--- src/rtl/symbol_packer_pkg.sv ---
// Shared defaults and types for the symbol packer and its output register.
// The mux bench and the packer bench both take their widths from here.
package symbol_packer_pkg;

    localparam int DEF_SYM_W         = 2;
    localparam int DEF_SYMS_PER_WORD = 4;
    localparam int DEF_WORD_W        = DEF_SYM_W * DEF_SYMS_PER_WORD;
    localparam int DEF_CNT_W         = $clog2(DEF_SYMS_PER_WORD);

    typedef enum logic {
        OUT_EMPTY = 1'b0,
        OUT_FULL  = 1'b1
    } out_state_e;

endpackage

--- src/rtl/symbol_packer_if.sv ---
// Symbol-in / word-out handshake bundle of the packer.
// master is the packer side, slave is the surrounding environment.
interface symbol_packer_if
    import symbol_packer_pkg::*;
#(
    parameter int SYM_W         = DEF_SYM_W,
    parameter int SYMS_PER_WORD = DEF_SYMS_PER_WORD
);
    localparam int WORD_W = SYM_W * SYMS_PER_WORD;
    localparam int CNT_W  = $clog2(SYMS_PER_WORD);

    logic [SYM_W-1:0]  data_in;
    logic              valid_in;
    logic              ready_in;
    logic [WORD_W-1:0] data_out;
    logic              valid_out;
    logic              ready_out;
    logic [CNT_W-1:0]  sym_cnt;
    logic              overflow;

    modport master (
        input  data_in, valid_in, ready_out,
        output ready_in, data_out, valid_out, sym_cnt, overflow
    );

    modport slave (
        output data_in, valid_in, ready_out,
        input  ready_in, data_out, valid_out, sym_cnt, overflow
    );

endinterface

--- src/rtl/packer_out_reg.sv ---
// One-entry EMPTY/FULL output register with valid/ready handshake.
// A load while draining replaces the word with no bubble.
module packer_out_reg
    import symbol_packer_pkg::*;
#(
    parameter int WORD_W = DEF_WORD_W
) (
    input  logic              clk,
    input  logic              reset,
    input  logic              load,
    input  logic [WORD_W-1:0] word,
    input  logic              ready_out,
    output logic [WORD_W-1:0] data_out,
    output logic              valid_out
);

    out_state_e        state_q;
    logic [WORD_W-1:0] word_q;

    always_ff @(posedge clk) begin
        if (reset) begin
            state_q <= OUT_EMPTY;
            word_q  <= '0;
        end else begin
            case (state_q)
                OUT_EMPTY: begin
                    if (load) begin
                        word_q  <= word;
                        state_q <= OUT_FULL;
                    end
                end
                OUT_FULL: begin
                    // Upstream never loads while held (FULL, !ready_out), so data stays stable.
                    if (load) begin
                        word_q  <= word;
                        state_q <= OUT_FULL;
                    end else if (ready_out) begin
                        state_q <= OUT_EMPTY;
                    end
                end
                default: state_q <= OUT_EMPTY;
            endcase
        end
    end

    assign data_out  = word_q;
    assign valid_out = (state_q == OUT_FULL);

endmodule

--- src/rtl/symbol_packer.sv ---
// Packs SYMS_PER_WORD symbols LSB-first into a word, back-pressuring only when
// the final symbol of a word cannot be handed to a held output register.
module symbol_packer
    import symbol_packer_pkg::*;
#(
    parameter int SYM_W         = DEF_SYM_W,
    parameter int SYMS_PER_WORD = DEF_SYMS_PER_WORD
) (
    input  logic            clk,
    input  logic            reset,
    symbol_packer_if.master bus
);

    localparam int WORD_W = SYM_W * SYMS_PER_WORD;
    localparam int CNT_W  = $clog2(SYMS_PER_WORD);
    localparam int SLOT_W = WORD_W - SYM_W;
    localparam logic [CNT_W-1:0] LAST = CNT_W'(SYMS_PER_WORD - 1);

    logic [CNT_W-1:0]  cnt_q,   cnt_d;
    logic [SLOT_W-1:0] slots_q, slots_d;
    logic              ovf_q,   ovf_d;

    logic              ready_in;
    logic              accept;
    logic              complete;
    logic [WORD_W-1:0] word;
    logic [WORD_W-1:0] data_out_w;
    logic              valid_out_w;

    assign ready_in = !(cnt_q == LAST && valid_out_w && !bus.ready_out);
    assign accept   = bus.valid_in && ready_in;
    assign complete = accept && (cnt_q == LAST);
    assign word     = {bus.data_in, slots_q};

    // Slots are left as-is after completion; cnt_q alone defines occupancy.
    always_comb begin
        cnt_d   = cnt_q;
        slots_d = slots_q;
        ovf_d   = ovf_q;
        if (accept) begin
            if (complete) begin
                cnt_d = '0;
            end else begin
                cnt_d = cnt_q + 1'b1;
                for (int i = 0; i < SYMS_PER_WORD - 1; i++) begin
                    if (cnt_q == CNT_W'(i)) begin
                        slots_d[i*SYM_W +: SYM_W] = bus.data_in;
                    end
                end
            end
        end
        if (bus.valid_in && !ready_in) begin
            ovf_d = 1'b1;
        end
    end

    always_ff @(posedge clk) begin
        if (reset) begin
            cnt_q   <= '0;
            slots_q <= '0;
            ovf_q   <= 1'b0;
        end else begin
            cnt_q   <= cnt_d;
            slots_q <= slots_d;
            ovf_q   <= ovf_d;
        end
    end

    packer_out_reg #(
        .WORD_W (WORD_W)
    ) u_out_reg (
        .clk       (clk),
        .reset     (reset),
        .load      (complete),
        .word      (word),
        .ready_out (bus.ready_out),
        .data_out  (data_out_w),
        .valid_out (valid_out_w)
    );

    assign bus.ready_in  = ready_in;
    assign bus.data_out  = data_out_w;
    assign bus.valid_out = valid_out_w;
    assign bus.sym_cnt   = cnt_q;
    assign bus.overflow  = ovf_q;

endmodule

--- src/flat_wrapper.sv ---
// flat-port wrapper written by rule: the top's interface ports become plain ports
module symbol_packer_flat import symbol_packer_pkg::*;
#(
    parameter int SYM_W         = DEF_SYM_W,
    parameter int SYMS_PER_WORD = DEF_SYMS_PER_WORD
)
  (clk, reset, bus_data_in, bus_valid_in, bus_ready_out, bus_ready_in, bus_data_out, bus_valid_out, bus_sym_cnt, bus_overflow);
  symbol_packer_if #(.SYM_W(SYM_W), .SYMS_PER_WORD(SYMS_PER_WORD)) bus_i ();
  input  logic clk;
  input  logic reset;
  input wire logic [$bits(bus_i.data_in)-1:0] bus_data_in;
  input wire logic [$bits(bus_i.valid_in)-1:0] bus_valid_in;
  input wire logic [$bits(bus_i.ready_out)-1:0] bus_ready_out;
  output wire logic [$bits(bus_i.ready_in)-1:0] bus_ready_in;
  output wire logic [$bits(bus_i.data_out)-1:0] bus_data_out;
  output wire logic [$bits(bus_i.valid_out)-1:0] bus_valid_out;
  output wire logic [$bits(bus_i.sym_cnt)-1:0] bus_sym_cnt;
  output wire logic [$bits(bus_i.overflow)-1:0] bus_overflow;
  assign bus_i.data_in = bus_data_in;
  assign bus_i.valid_in = bus_valid_in;
  assign bus_i.ready_out = bus_ready_out;
  assign bus_ready_in = bus_i.ready_in;
  assign bus_data_out = bus_i.data_out;
  assign bus_valid_out = bus_i.valid_out;
  assign bus_sym_cnt = bus_i.sym_cnt;
  assign bus_overflow = bus_i.overflow;
  symbol_packer #(.SYM_W(SYM_W), .SYMS_PER_WORD(SYMS_PER_WORD)) u_core (.clk(clk), .reset(reset), .bus(bus_i));
endmodule
--- config.mk ---
export PLATFORM = sky130hd
export DESIGN_NAME = symbol_packer_flat
export DESIGN_NICKNAME = d
export VERILOG_FILES = /design/src/rtl/symbol_packer_pkg.sv /design/src/rtl/symbol_packer_if.sv /design/src/rtl/packer_out_reg.sv /design/src/rtl/symbol_packer.sv /design/src/flat_wrapper.sv
export SDC_FILE = /design/constraint.sdc
export NUM_CORES = 1
export LEC_CHECK = 0
export CAP_MARGIN = 10
export CELL_PAD_IN_SITES_DETAIL_PLACEMENT = 1
export CELL_PAD_IN_SITES_GLOBAL_PLACEMENT = 1
export CORE_UTILIZATION = 37
export CTS_CLUSTER_DIAMETER = 200
export DETAILED_ROUTE_END_ITERATION = 16
export PLACE_DENSITY = 0.91
export SLEW_MARGIN = 20
export SYNTH_ARGS = -nofsm -noshare
export SYNTH_HDL_FRONTEND = slang
export SYNTH_SLANG_ARGS = --single-unit
--- constraint.sdc ---
create_clock -name clk -period 3.5 [get_ports clk]
set_clock_uncertainty 0.05 [all_clocks]
set_input_delay 0.7 -clock clk [delete_from_list [all_inputs] [get_ports clk]]
set_output_delay 0.7 -clock clk [all_outputs]
set_load 0.005 [all_outputs]
# Word-level counts from Yosys, hierarchy flattened
# Cells that the tools add are included.
# totals
register_bits	18
out_inout_bits	13
elab_cells	30
# op_classes
n_addsub	1
eq_ne	3
mux	6
bitwise_logic	2
n_reduce_logical	11
# op_table
op	count
3-bit AND reduction	3
8-bit 2-to-1 mux	1
1-bit logical AND	5
2-bit == test (second input constant)	2
1-bit 2-to-1 mux	3
2-bit by 1-bit adder with 2-bit output (second input constant)	1
2-bit by 1-bit == test with 1-bit output (second input constant)	1
1-bit logical NOT	2
2-bit logical NOT	1
2-bit 2-to-1 mux	1
1-bit NOT	2
1-bit case mux with 2 select lines	1

# Longest topological paths before layout
# Gate-level depths: netlist (run 1).
# depth
depth_word	8
depth_mapped	5

# By module
# Synthesis (run 1) repeated with hierarchy kept, for this count alone.
# unflattened
hier_cells	72
hier_area_um2	757.0
# by_module_without_submodules
module	n_inst	cells_each	area_per_inst_um2	seq_area_each_um2
symbol_packer	1	42	435.4	180.2
packer_out_reg	1	30	321.6	180.2

# Worst setup path before layout (run 1)
# OpenSTA, ideal clock, no wires.
# synth_path
path_kind	in2out
from	input bus_ready_out
to	output bus_ready_in
arrival_ns	0.852
required_time_ns	2.750
setup_slack_ns	1.898
path_stages	1
path_buffers	0
path_cell_list	nand3b_4
# synth_between
elab_chain_cells	3
# synth_rtl
item	line_no	source
start: declaration	flat_wrapper.sv:13	input wire logic [$bits(bus_i.ready_out)-1:0] bus_ready_out;
1-bit logical NOT	symbol_packer.sv:30	assign ready_in = !(cnt_q == LAST && valid_out_w && !bus.ready_out);
1-bit logical AND	symbol_packer.sv:30	
1-bit logical NOT	symbol_packer.sv:30	
end: declaration	flat_wrapper.sv:14	output wire logic [$bits(bus_i.ready_in)-1:0] bus_ready_in;
# No other way between the ends.

# Worst setup path in the final report (run 1)
# Same ends and word-level chain as after synthesis.

==> summary.txt, run 1 <==
STA
  – Hold violation total from the final report: 0
  – Accumulated negative setup slack: 0 ps
  – Unrepaired setup endpoints after global routing: false
  – Number of setup violations in the final report: 0
  – Worst rel slew slack: 58.94%
  – Period utilization: 75.46%
  – Slew at the pin with the worst max-slew slack: approximately 610 ps
  – Highest Clock Rate: about 0.38 GHz
  – Max-slew violation total from the final report: 0
  – Clock period minus final worst setup slack: between 2000 and 3000 ps

Worst hold path
  – Source of the worst hold timing path: u_core.slots_q[5]$_SDFFE_PP0P_
  – Cell count of the worst hold path: 2
  – Worst hold path type: flop to flop
  – Hold path endpoint: u_core.slots_q[5]$_SDFFE_PP0P_

Pwr
  – Pleak: 0.4037 nW
  – Power Dens Cells: 384.2 nW/um2
  – VDD IR max: 0.0002075 V
  – Total power: 0.3841 mW

Global routing
  – Pin count of the biggest net entering global routing: 13
  – Global-route wire length before repair: 2822 um
  – Total global routing overflow: 0
  – Antenna violations before repair: 0
  – Total global-route track usage: 18.33%
  – Vias in the first global route: 661

Drt
  – Vias post-DR: 677
  – Detailed-router iteration count before antenna repair: 4
  – Residual DRC: 0
  – Mean number of vias per cell: around 5.2
  – Total wire length: 1795 um
  – Initial DRC count: 3
  – Final ANT Viol Nets: 0
  – Detailed-route wire length per cell: 13.91 um

Setup path
  – Critical path cell sequence: clkdlybuf4s50_1 -> nand3b_4 -> clkdlybuf4s50_1
  – Biggest cell delay along the critical path: between 500 and 600 ps
  – Crit-path leading delay family: buffers and inverters
  – Arrival @ worst endpoint: 1890 ps
  – Max stage delay cell, worst path: sky130_fd_sc_hd__clkdlybuf4s50_1
  – CP required: between 2000 and 3000 ps
  – Worst Reg-to-Reg Cells: 4
  – Setup slack on the worst flop-to-flop path: slightly below 2000 ps
  – Endpoint of the most critical register-to-register path: u_core.u_out_reg.data_out[0]$_SDFFE_PP0P_
  – Critical setup path kind: input port to primary output
  – CP startpoint kind: input port
  – Maximum fanout count along the critical path: 5
  – Buffers & Inverters on Critical Path: 2
  – Crit end category: primary output
  – Most used cell along the critical path: sky130_fd_sc_hd__clkdlybuf4s50_1
  – Worst reg2reg startpoint: u_core.bus.sym_cnt[0]$_SDFFE_PP0P_

Synthesis
  – Number of distinct library cells after synthesis: 21
  – Net count after synthesis: 95
  – Total of warnings raised by yosys: 0
  – Area of the mapped netlist: 775.7 um2
  – Mean post-synth cell area: 9.126 um2
  – Async S/R FF share, synth: 0%
  – Leading register cell type out of synthesis: sky130_fd_sc_hd__dfxtp_1
  – Biggest area contributors in the synthesized netlist: sky130_fd_sc_hd__dfxtp_1, sky130_fd_sc_hd__mux2i_1, sky130_fd_sc_hd__ha_1
  – Most common cell in the synthesized netlist: sky130_fd_sc_hd__dfxtp_1
  – #FFs+latches synth: 18
  – Cell count after synthesis: 85
  – Portion of the post-synthesis area used by sequential elements: around 46%
  – EDFF count, synth: 0
  – Synth cell count leaders: sky130_fd_sc_hd__dfxtp_1, sky130_fd_sc_hd__nand2_1, sky130_fd_sc_hd__nand3_1
  – Area leader, netlist: sky130_fd_sc_hd__dfxtp_1
  – Fraction of post-synthesis cell area in the top cell type by area: a little under half

Clock tree
  – Count of buffers added by post-CTS timing repair for setup: 0
  – Worst-case clock buffer depth: 2
  – Cts hold-fix bufs: 0
  – Root cell of the clock tree: sky130_fd_sc_hd__clkbuf_4
  – Number of buffers created by CTS: 3
  – Register clock-pin slew on the reported worst setup and hold paths: 100 ps
  – Clk_lat worst skew: 300 ps
  – PostCTS Resize Cnt: 0
  – Clock Sink Count: 18
  – CTS tree: yes
  – CTS H-Tree Depth: 1

Floorplan
  – Area enclosed by the die boundary: 2284 um2
  – Horizontal extent of the die: 47.79 um
  – Die outline height: 47.79 um
  – Boundary Pins: 19
  – Core ar.: between 1500 and 2000 um2
  – Initial core utilization: between 30% and 40%
  – Number of standard-cell rows in the floorplan: 16

Place
  – Final estimated routing congestion in global placement: 0.7318
  – Detailed placement HPWL: around 1400 um
  – Placed Cells incl. Taps: 125
  – Number of port buffers: 18

Cells and area
  – Net count, final: 113
  – Number of standard cells in the final layout excluding fillers: 129
  – Share of final-layout standard cells stronger than drive strength 1: slightly below 7%
  – Antenna cells: 0
  – Area growth from synthesis to final layout: 28.87%

Run status
  – Outcome: completed

Job
  – Max-capacitance violation count: 0
kinds of logic (layout without fill, tap and decap cells):
kind of cell | Yosys count | in the layout | synth area share (%)
buffers and inverters | 8 | 25 | 4.838
DFF | 18 | 18 | 46.45
adders and majority gates | 4 | 4 | 6.452
muxes | 7 | 7 | 9.033
AOI/OAI and AO/OA | 19 | 19 | 12.90
and+or+nand+nor | 29 | 29 | 20.32
flip-flops by register name (all words and copies together) (netlist names):
signal	count
u_core.u_out_reg.valid_out	1
u_core.bus.overflow	1
u_core.u_out_reg.data_out	8
u_core.bus.sym_cnt	2
u_core.slots_q	6
tightest hold or removal path: cells and delay by family, from the launching register on:
| kind | cells | cell delay [ps] |
|---|---|---|
| flops | 1 | 330 |
| simple gates | 1 | 60 |
| mux | 1 | 50 |
per-stage QoR:
stage | cell area, um2 | utilization [%] | setup WS (ps) | hold slack [ps]
floorplan | 775.7 | - | 1898 | 385.0
global placement | 963.4 | 49.11 | 900.5 | 396.5
detailed placement | 963.4 | 49.11 | 851.6 | 407.0
CTS | 999.7 | 50.96 | 846.2 | 425.7
global route | 999.7 | 50.96 | 822.2 | 450.2
finish | 999.7 | 50.96 | 858.8 | 428.9
layout make-up:
cell class / count / area (um2)
clock buffer: 4 / 36.28
inverter: 3 / 11.26
sequential: 18 / 360.3
multi-input combinational: 59 / 377.9
fill: 239 / 962.2
tap: 27 / 33.78
timing repair buffer: 18 / 180.2
metal layers:
metal | GRT usage (%) | part of all wire, %
met5 | 0 | 0
met4 | 11.11 | 1.6
met3 | 3.774 | 2.7
met2 | 32.43 | 54
met1 | 19.86 | 41
placed cells by master, fill, tap and decap left out:
| cell | netlist | layout |
|---|---|---|
| sky130_fd_sc_hd__inv_1 | 3 | 3 |
| sky130_fd_sc_hd__dfxtp_1 | 18 | 18 |
| sky130_fd_sc_hd__ha_1 | 4 | 4 |
| sky130_fd_sc_hd__nor4b_1 | 1 | 1 |
| sky130_fd_sc_hd__a31oi_1 | 1 | 1 |
| sky130_fd_sc_hd__o21ai_0 | 6 | 6 |
| sky130_fd_sc_hd__and2_1 | 1 | 1 |
| sky130_fd_sc_hd__o21ai_1 | 2 | 2 |
| sky130_fd_sc_hd__mux2i_1 | 7 | 7 |
| sky130_fd_sc_hd__nand2_1 | 12 | 12 |
| sky130_fd_sc_hd__nor2_1 | 1 | 1 |
| sky130_fd_sc_hd__a21oi_1 | 9 | 9 |
| sky130_fd_sc_hd__nand2b_1 | 1 | 1 |
| sky130_fd_sc_hd__nand3_1 | 10 | 10 |
| sky130_fd_sc_hd__a31o_2 | 1 | 1 |
| sky130_fd_sc_hd__nor2b_1 | 1 | 1 |
| sky130_fd_sc_hd__clkdlybuf4s50_1 | 0 | 18 |
| sky130_fd_sc_hd__and3_4 | 1 | 1 |
| sky130_fd_sc_hd__clkbuf_4 | 0 | 3 |
| sky130_fd_sc_hd__nand3b_4 | 1 | 1 |
| sky130_fd_sc_hd__clkbuf_8 | 0 | 1 |
worst max path at each step:
stage	startpoint	endpoint	cells past startpoint
floorplan	bus_ready_out	bus_ready_in	1
global placement	bus_ready_out	bus_ready_in	3
detailed placement	bus_ready_out	bus_ready_in	3
CTS	bus_ready_out	bus_ready_in	3
global route	bus_ready_out	bus_ready_in	3
finish	bus_ready_out	bus_ready_in	3
power breakdown:
part | total, mW | internal (mW) | switching [mW]
Combinational | 0.0380 | 0.0192 | 0.0189
Clock | 0.130 | 0.0636 | 0.0667
Sequential | 0.216 | 0.211 | 0.00515
No activity file was read; power rests on OpenSTA's default activity.
==> run 2, diff against run 1 <==
--- a/config.mk
+++ b/config.mk
@@ -8,10 +8,10 @@
 export CAP_MARGIN = 10
 export CELL_PAD_IN_SITES_DETAIL_PLACEMENT = 1
 export CELL_PAD_IN_SITES_GLOBAL_PLACEMENT = 1
-export CORE_UTILIZATION = 37
+export CORE_UTILIZATION = 31
 export CTS_CLUSTER_DIAMETER = 200
 export DETAILED_ROUTE_END_ITERATION = 16
-export PLACE_DENSITY = 0.91
+export PLACE_DENSITY = 0.82
 export SLEW_MARGIN = 20
 export SYNTH_ARGS = -nofsm -noshare
 export SYNTH_HDL_FRONTEND = slang
==> constraint.sdc (replaced) <==
create_clock -name clk -period 2.4 [get_ports clk]
set_clock_uncertainty 0.05 [all_clocks]
set_input_delay 0.48 -clock clk [delete_from_list [all_inputs] [get_ports clk]]
set_output_delay 0.48 -clock clk [all_outputs]
set_load 0.005 [all_outputs]
==> run 2 against run 1 <==
Compared with the run above: final cell count is 0.78% higher; register-to-register slack worse by 1000 ps; combinational power is 46% higher; count of clock-buffer cells in the layout is 1 lower; largest cell class unchanged; highest routed layer unchanged.
==> summary.txt, run 2 (synthesis results as in run 1) <==
Pwr
  – Sw frac: 23.47%
  – Fraction of power consumed by sequential logic: 60.9%
  – Total power: between 0.5 and 0.6 mW
  – Power Dens Cells: slightly above 500 nW/um2
  – Logic gate share of total power: 10.7%
  – Power Internal: 0.3944 mW
  – VDD IR max: 0.0003787 V
  – Pleak: ~0.40 nW
  – Share of total power in the clock network: between 20% and 30%
  – Net switching power figure: 0.1210 mW

Worst hold path
  – Cell count of the worst hold path: 2
  – Source of the worst hold timing path: u_core.slots_q[0]$_SDFFE_PP0P_
  – Worst hold path type: flop to flop

Global routing
  – Vias in the first global route: 609
  – Global-route wire length before repair: ~2800 um
  – Total global routing overflow: 0
  – Pin count of the biggest net entering global routing: 12
  – Total global-route track usage: 14.59%
  – Antenna violations before repair: 0

STA
  – Hold violation total from the final report: 0
  – Highest Clock Rate: 0.4543 GHz
  – Accumulated negative setup slack: 0 ps
  – Number of setup violations in the final report: 0
  – Worst rel slew slack: between 60% and 70%
  – Slew at the pin with the worst max-slew slack: 509.7 ps
  – Unrepaired setup endpoints after global routing: false
  – Period utilization: about 90%
  – Min Hold Slack: ~420 ps
  – Max-slew violation total from the final report: 0
  – Clock period minus final worst setup slack: 2201 ps

Drt
  – Mean number of vias per cell: 4.877
  – Total wire length: 1644 um
  – Detailed-router iteration count before antenna repair: 2
  – Residual DRC: 0
  – Detailed-route wire length per cell: between 10 and 15 um
  – Initial DRC count: 1
  – Final ANT Viol Nets: 0
  – Vias post-DR: 634

Cells and area
  – Share of final-layout standard cells stronger than drive strength 1: 6.863%
  – Area growth from synthesis to final layout: 28.23%
  – Most frequent cells in the layout: sky130_fd_sc_hd__clkdlybuf4s50_1, sky130_fd_sc_hd__dfxtp_1, sky130_fd_sc_hd__nand2_1
  – Final non-filler cell area: a little under 1000 um2
  – Net count, final: 114
  – Largest register FFs: 8
  – Share of the core filled with cells: 43.71%
  – Filler Cell Count: 275
  – Antenna cells: 0

Clock tree
  – Clock Sink Count: 18
  – Register clock-pin slew on the reported worst setup and hold paths: 100 ps
  – CTS H-Tree Depth: 1
  – Worst-case clock buffer depth: 2
  – Cts hold-fix bufs: 0
  – PostCTS Resize Cnt: 0
  – Count of buffers added by post-CTS timing repair for setup: 0
  – CTS tree: yes
  – Clk_lat worst skew: 290 ps
  – Root cell of the clock tree: sky130_fd_sc_hd__clkbuf_4
  – Number of buffers created by CTS: 3

Floorplan
  – Horizontal extent of the die: ~52 um
  – Die outline height: between 50 and 60 um
  – Boundary Pins: 19
  – Initial core utilization: 34.08%
  – Area enclosed by the die boundary: approximately 2700 um2
  – Number of standard-cell rows in the floorplan: 17
  – Core ar.: between 2000 and 2500 um2

Setup path
  – Worst reg2reg startpoint: u_core.bus.sym_cnt[0]$_SDFFE_PP0P_
  – Crit end category: primary output
  – CP startpoint kind: input port
  – Worst Reg-to-Reg Cells: 4
  – Critical setup path kind: input port to primary output
  – Arrival @ worst endpoint: 1670 ps
  – CP required: 1870 ps
  – Start point of the critical path: bus_ready_out
  – Maximum fanout count along the critical path: 5

Place
  – Final estimated routing congestion in global placement: 0.6757
  – Detailed placement HPWL: 1273 um
  – Total placed instance area: 972.2 um2
  – Number of port buffers: 18

Run status
  – Outcome: completed

Job
  – Max-capacitance violation count: 0
==> run 2: cell type report <==
class / instances / area, um2 / area share [%]
clock buffers: 3 / 22.52 / 2.264
inverters: 3 / 11.26 / 1.132
multi-input cells: 59 / 377.9 / 37.99
flip-flops and latches: 18 / 360.3 / 36.23
well taps: 28 / 35.03 / 3.522
repair buffers: 19 / 187.7 / 18.87
==> run 2: worst paths after layout <==
path / end / slack, ps
worst min-delay path: u_core.slots_q[0]$_SDFFE_PP0P_ / 420
worst min register to register: u_core.slots_q[0]$_SDFFE_PP0P_ / 420
worst max-delay path: bus_ready_in / 200
worst max register to register: u_core.u_out_reg.data_out[7]$_SDFFE_PP0P_ / 930
==> run 2: stage by stage <==
| step | setup slack, ps | std cells |
|---|---|---|
| 2_1_floorplan | 1089 | 85 |
| 4_1_cts | 207.5 | 130 |
| 5_1_grt | 167.2 | 130 |
| 3_5_place_dp | 226.1 | 127 |
| 3_3_place_gp | 236.0 | 127 |
| 6_report | 198.9 | 130 |
==> run 2: power groups by stage <==
stage	logic [mW]	clock network, mW	registers, mW
floorplan	0.0305	0	0.320
global placement	0.0541	0	0.321
detailed placement	0.0554	0	0.321
CTS	0.0560	0.156	0.314
global route	0.0606	0.173	0.316
finish	0.0554	0.146	0.314
==> run 2: critical path: stages <==
cell                              delay, ps
sky130_fd_sc_hd__clkdlybuf4s50_1        510
sky130_fd_sc_hd__nand3b_4               170
sky130_fd_sc_hd__clkdlybuf4s50_1        510
==> run 2: layer usage <==
layer	track usage (%)	wire (um)
met4	6.757	25
met3	6.140	72
met5	0	0
met2	22.44	765
met1	17.38	780
==> run 3, diff against run 2 <==
--- a/config.mk
+++ b/config.mk
@@ -12,6 +12,7 @@
 export CTS_CLUSTER_DIAMETER = 200
 export DETAILED_ROUTE_END_ITERATION = 16
 export PLACE_DENSITY = 0.82
+export REMOVE_ABC_BUFFERS = 1
 export SLEW_MARGIN = 20
 export SYNTH_ARGS = -nofsm -noshare
 export SYNTH_HDL_FRONTEND = slang
==> constraint.sdc (replaced) <==
create_clock -name clk -period 2 [get_ports clk]
set_clock_uncertainty 0.05 [all_clocks]
set_input_delay 0.4 -clock clk [delete_from_list [all_inputs] [get_ports clk]]
set_output_delay 0.4 -clock clk [all_outputs]
set_load 0.005 [all_outputs]
==> run 3 against run 2 <==
Compared with the run above: critical path depth is the same; worst setup slack lost 81 ps; register-to-register slack lost 240 ps; critical path type is now flop to primary output; clock power grew 56%; critical endpoint unchanged; total power grew 31%.
==> summary.txt, run 3 (synthesis results as in run 1) <==
Cells and area
  – Area growth from synthesis to final layout: 33.71%
  – Net count, final: 116
  – Most frequent standard cell in the layout excluding fill and tap cells: sky130_fd_sc_hd__clkdlybuf4s50_1
  – Share of final-layout standard cells stronger than drive strength 1: between 10% and 20%
  – Filler Cell Count: 265
  – Largest register FFs: 8
  – Final non-filler cell area: 1037 um2
  – Most frequent cells in the layout: sky130_fd_sc_hd__clkdlybuf4s50_1, sky130_fd_sc_hd__dfxtp_1, sky130_fd_sc_hd__nand2_1
  – Share of the core filled with cells: around 46%
  – Antenna cells: 0
  – Number of standard cells in the final layout excluding fillers: 133

Setup path
  – Crit-path leading delay family: buffers and inverters
  – Max stage delay cell, worst path: sky130_fd_sc_hd__clkdlybuf4s50_1
  – Critical setup path kind: flop to primary output
  – CP required: 1550 ps
  – Biggest cell delay along the critical path: 490 ps
  – Buffers & Inverters on Critical Path: 1
  – Worst reg2reg startpoint: u_core.bus.sym_cnt[0]$_SDFFE_PP0P_
  – Arrival @ worst endpoint: 1430 ps
  – Critical path cell sequence: ha_4 -> nand3b_4 -> clkdlybuf4s50_1
  – Start point of the critical path: u_core.bus.sym_cnt[0]$_SDFFE_PP0P_
  – Maximum fanout count along the critical path: 6
  – CP startpoint kind: flop
  – Crit end category: primary output

Floorplan
  – Horizontal extent of the die: 52.03 um
  – Die outline height: 52.03 um
  – Area enclosed by the die boundary: 2707 um2
  – Boundary Pins: 19
  – Initial core utilization: 34.08%
  – Number of standard-cell rows in the floorplan: 17
  – Core ar.: between 2000 and 2500 um2

Pwr
  – Power Internal: 0.5153 mW
  – Net switching power figure: 0.1608 mW
  – VDD IR max: 0.0003327 V
  – Total power: 0.6761 mW
  – Fraction of power consumed by sequential logic: 56.2%
  – Share of total power in the clock network: 33.7%
  – Power Dens Cells: 651.9 nW/um2
  – Logic gate share of total power: 10.0%
  – Pleak: 0.4184 nW
  – Sw frac: between 20% and 30%

Job
  – Max-capacitance violation count: 0

Place
  – Final estimated routing congestion in global placement: roughly 0.7
  – Placed Cells incl. Taps: around 130
  – Total placed instance area: 987.2 um2
  – Detailed placement HPWL: 1390 um
  – Post-place setup slack: 3.220 ps
  – Number of port buffers: 18

Clock tree
  – Register clock-pin slew on the reported worst setup and hold paths: 100 ps
  – CTS tree: yes
  – CTS H-Tree Depth: 1
  – Clk_lat worst skew: 300 ps
  – Root cell of the clock tree: sky130_fd_sc_hd__clkbuf_4
  – Number of buffers created by CTS: 3
  – Cts hold-fix bufs: 0
  – Worst-case clock buffer depth: 2
  – Count of buffers added by post-CTS timing repair for setup: 0
  – Clock Sink Count: 18

Global routing
  – Pin count of the biggest net entering global routing: 12
  – Total global-route track usage: 16.29%
  – Antenna violations before repair: 0
  – Global-route wire length before repair: 3153 um
  – Vias in the first global route: slightly below 700
  – Total global routing overflow: 0

Drt
  – Detailed-route wire length per cell: 13.90 um
  – Residual DRC: 0
  – Highest metal layer used by the detailed router: met4
  – M1 wire length: 825 um
  – Initial DRC count: 11
  – Wire length on met3: 38 um
  – Mean number of vias per cell: ~5
  – Met2 wire length: 954 um
  – Final ANT Viol Nets: 0
  – Detailed-router iteration count before antenna repair: 4
  – Total wire length: 1849 um
  – Vias post-DR: 662

STA
  – Hold violation total from the final report: 0
  – Unrepaired setup endpoints after global routing: false
  – Accumulated negative setup slack: 0 ps
  – Max-slew violation total from the final report: 0
  – Worst rel slew slack: between 70% and 80%
  – Highest Clock Rate: 0.5314 GHz
  – Final setup margin: about 120 ps
  – Clock period minus final worst setup slack: 1882 ps
  – Slew at the pin with the worst max-slew slack: approximately 350 ps
  – Period utilization: 94.08%
  – Min Hold Slack: 419.8 ps
  – Number of setup violations in the final report: 0

Worst hold path
  – Worst hold path type: flop to flop
  – Source of the worst hold timing path: u_core.slots_q[4]$_SDFFE_PP0P_

Run status
  – Outcome: completed
-- run 3: cell count changes in the layout (fill, tap and decap cells not counted), sizes merged --
cell and change:
clkbuf +1, dlygate4sd2 +1, buf +2, clkdlybuf4s50 -1
-- run 3: final cells by class --
cell class / count / area (um2) / share of cell area (%)
clock buffers: 4 / 36.28 / 3.498
inverters: 3 / 11.26 / 1.086
multi-input cells: 59 / 390.4 / 37.64
flip-flops and latches: 18 / 362.8 / 34.98
well taps: 28 / 35.03 / 3.378
repair buffers: 21 / 201.4 / 19.42
-- run 3: timing repair --
action                     4_1_cts  5_1_grt
gates resized for setup          4        1
setup endpoints to repair        1        1
pin swaps                        0        0
gates cloned                     0        0
hold endpoints to repair         0        0
-- run 3: routing by layer --
layer  vias to the layer above  track usage [%]
met5                         -                0
met4                         0            8.108
met3                         4            2.632
met2                         9            27.99
met1                       319            19.29
li1                        330                -
-- run 3: worst paths after layout --
check	endpoint	slack, ps	cells past startpoint
setup / recovery	bus_ready_in	120	3
hold / removal	u_core.slots_q[4]$_SDFFE_PP0P_	420	2
setup reg to reg	u_core.u_out_reg.data_out[3]$_SDFFE_PP0P_	690	4
hold reg to reg	u_core.slots_q[4]$_SDFFE_PP0P_	420	2
-- run 3: worst register-to-register path: cells and delay by family, from the launching register on --
| kind | cells | cell delay (ps) |
|---|---|---|
| compound gates | 1 | 150 |
| flops | 1 | 410 |
| simple gates | 2 | 430 |
| fa+ha+maj | 1 | 190 |
-- run 3: power by group through the flow --
stage	clock (mW)	sequential, mW	combinational, mW
2_1_floorplan	0	0.384	0.0327
3_3_place_gp	0	0.385	0.0644
3_5_place_dp	0	0.386	0.0682
4_1_cts	0.235	0.380	0.0684
5_1_grt	0.250	0.382	0.0760
6_report	0.228	0.380	0.0678
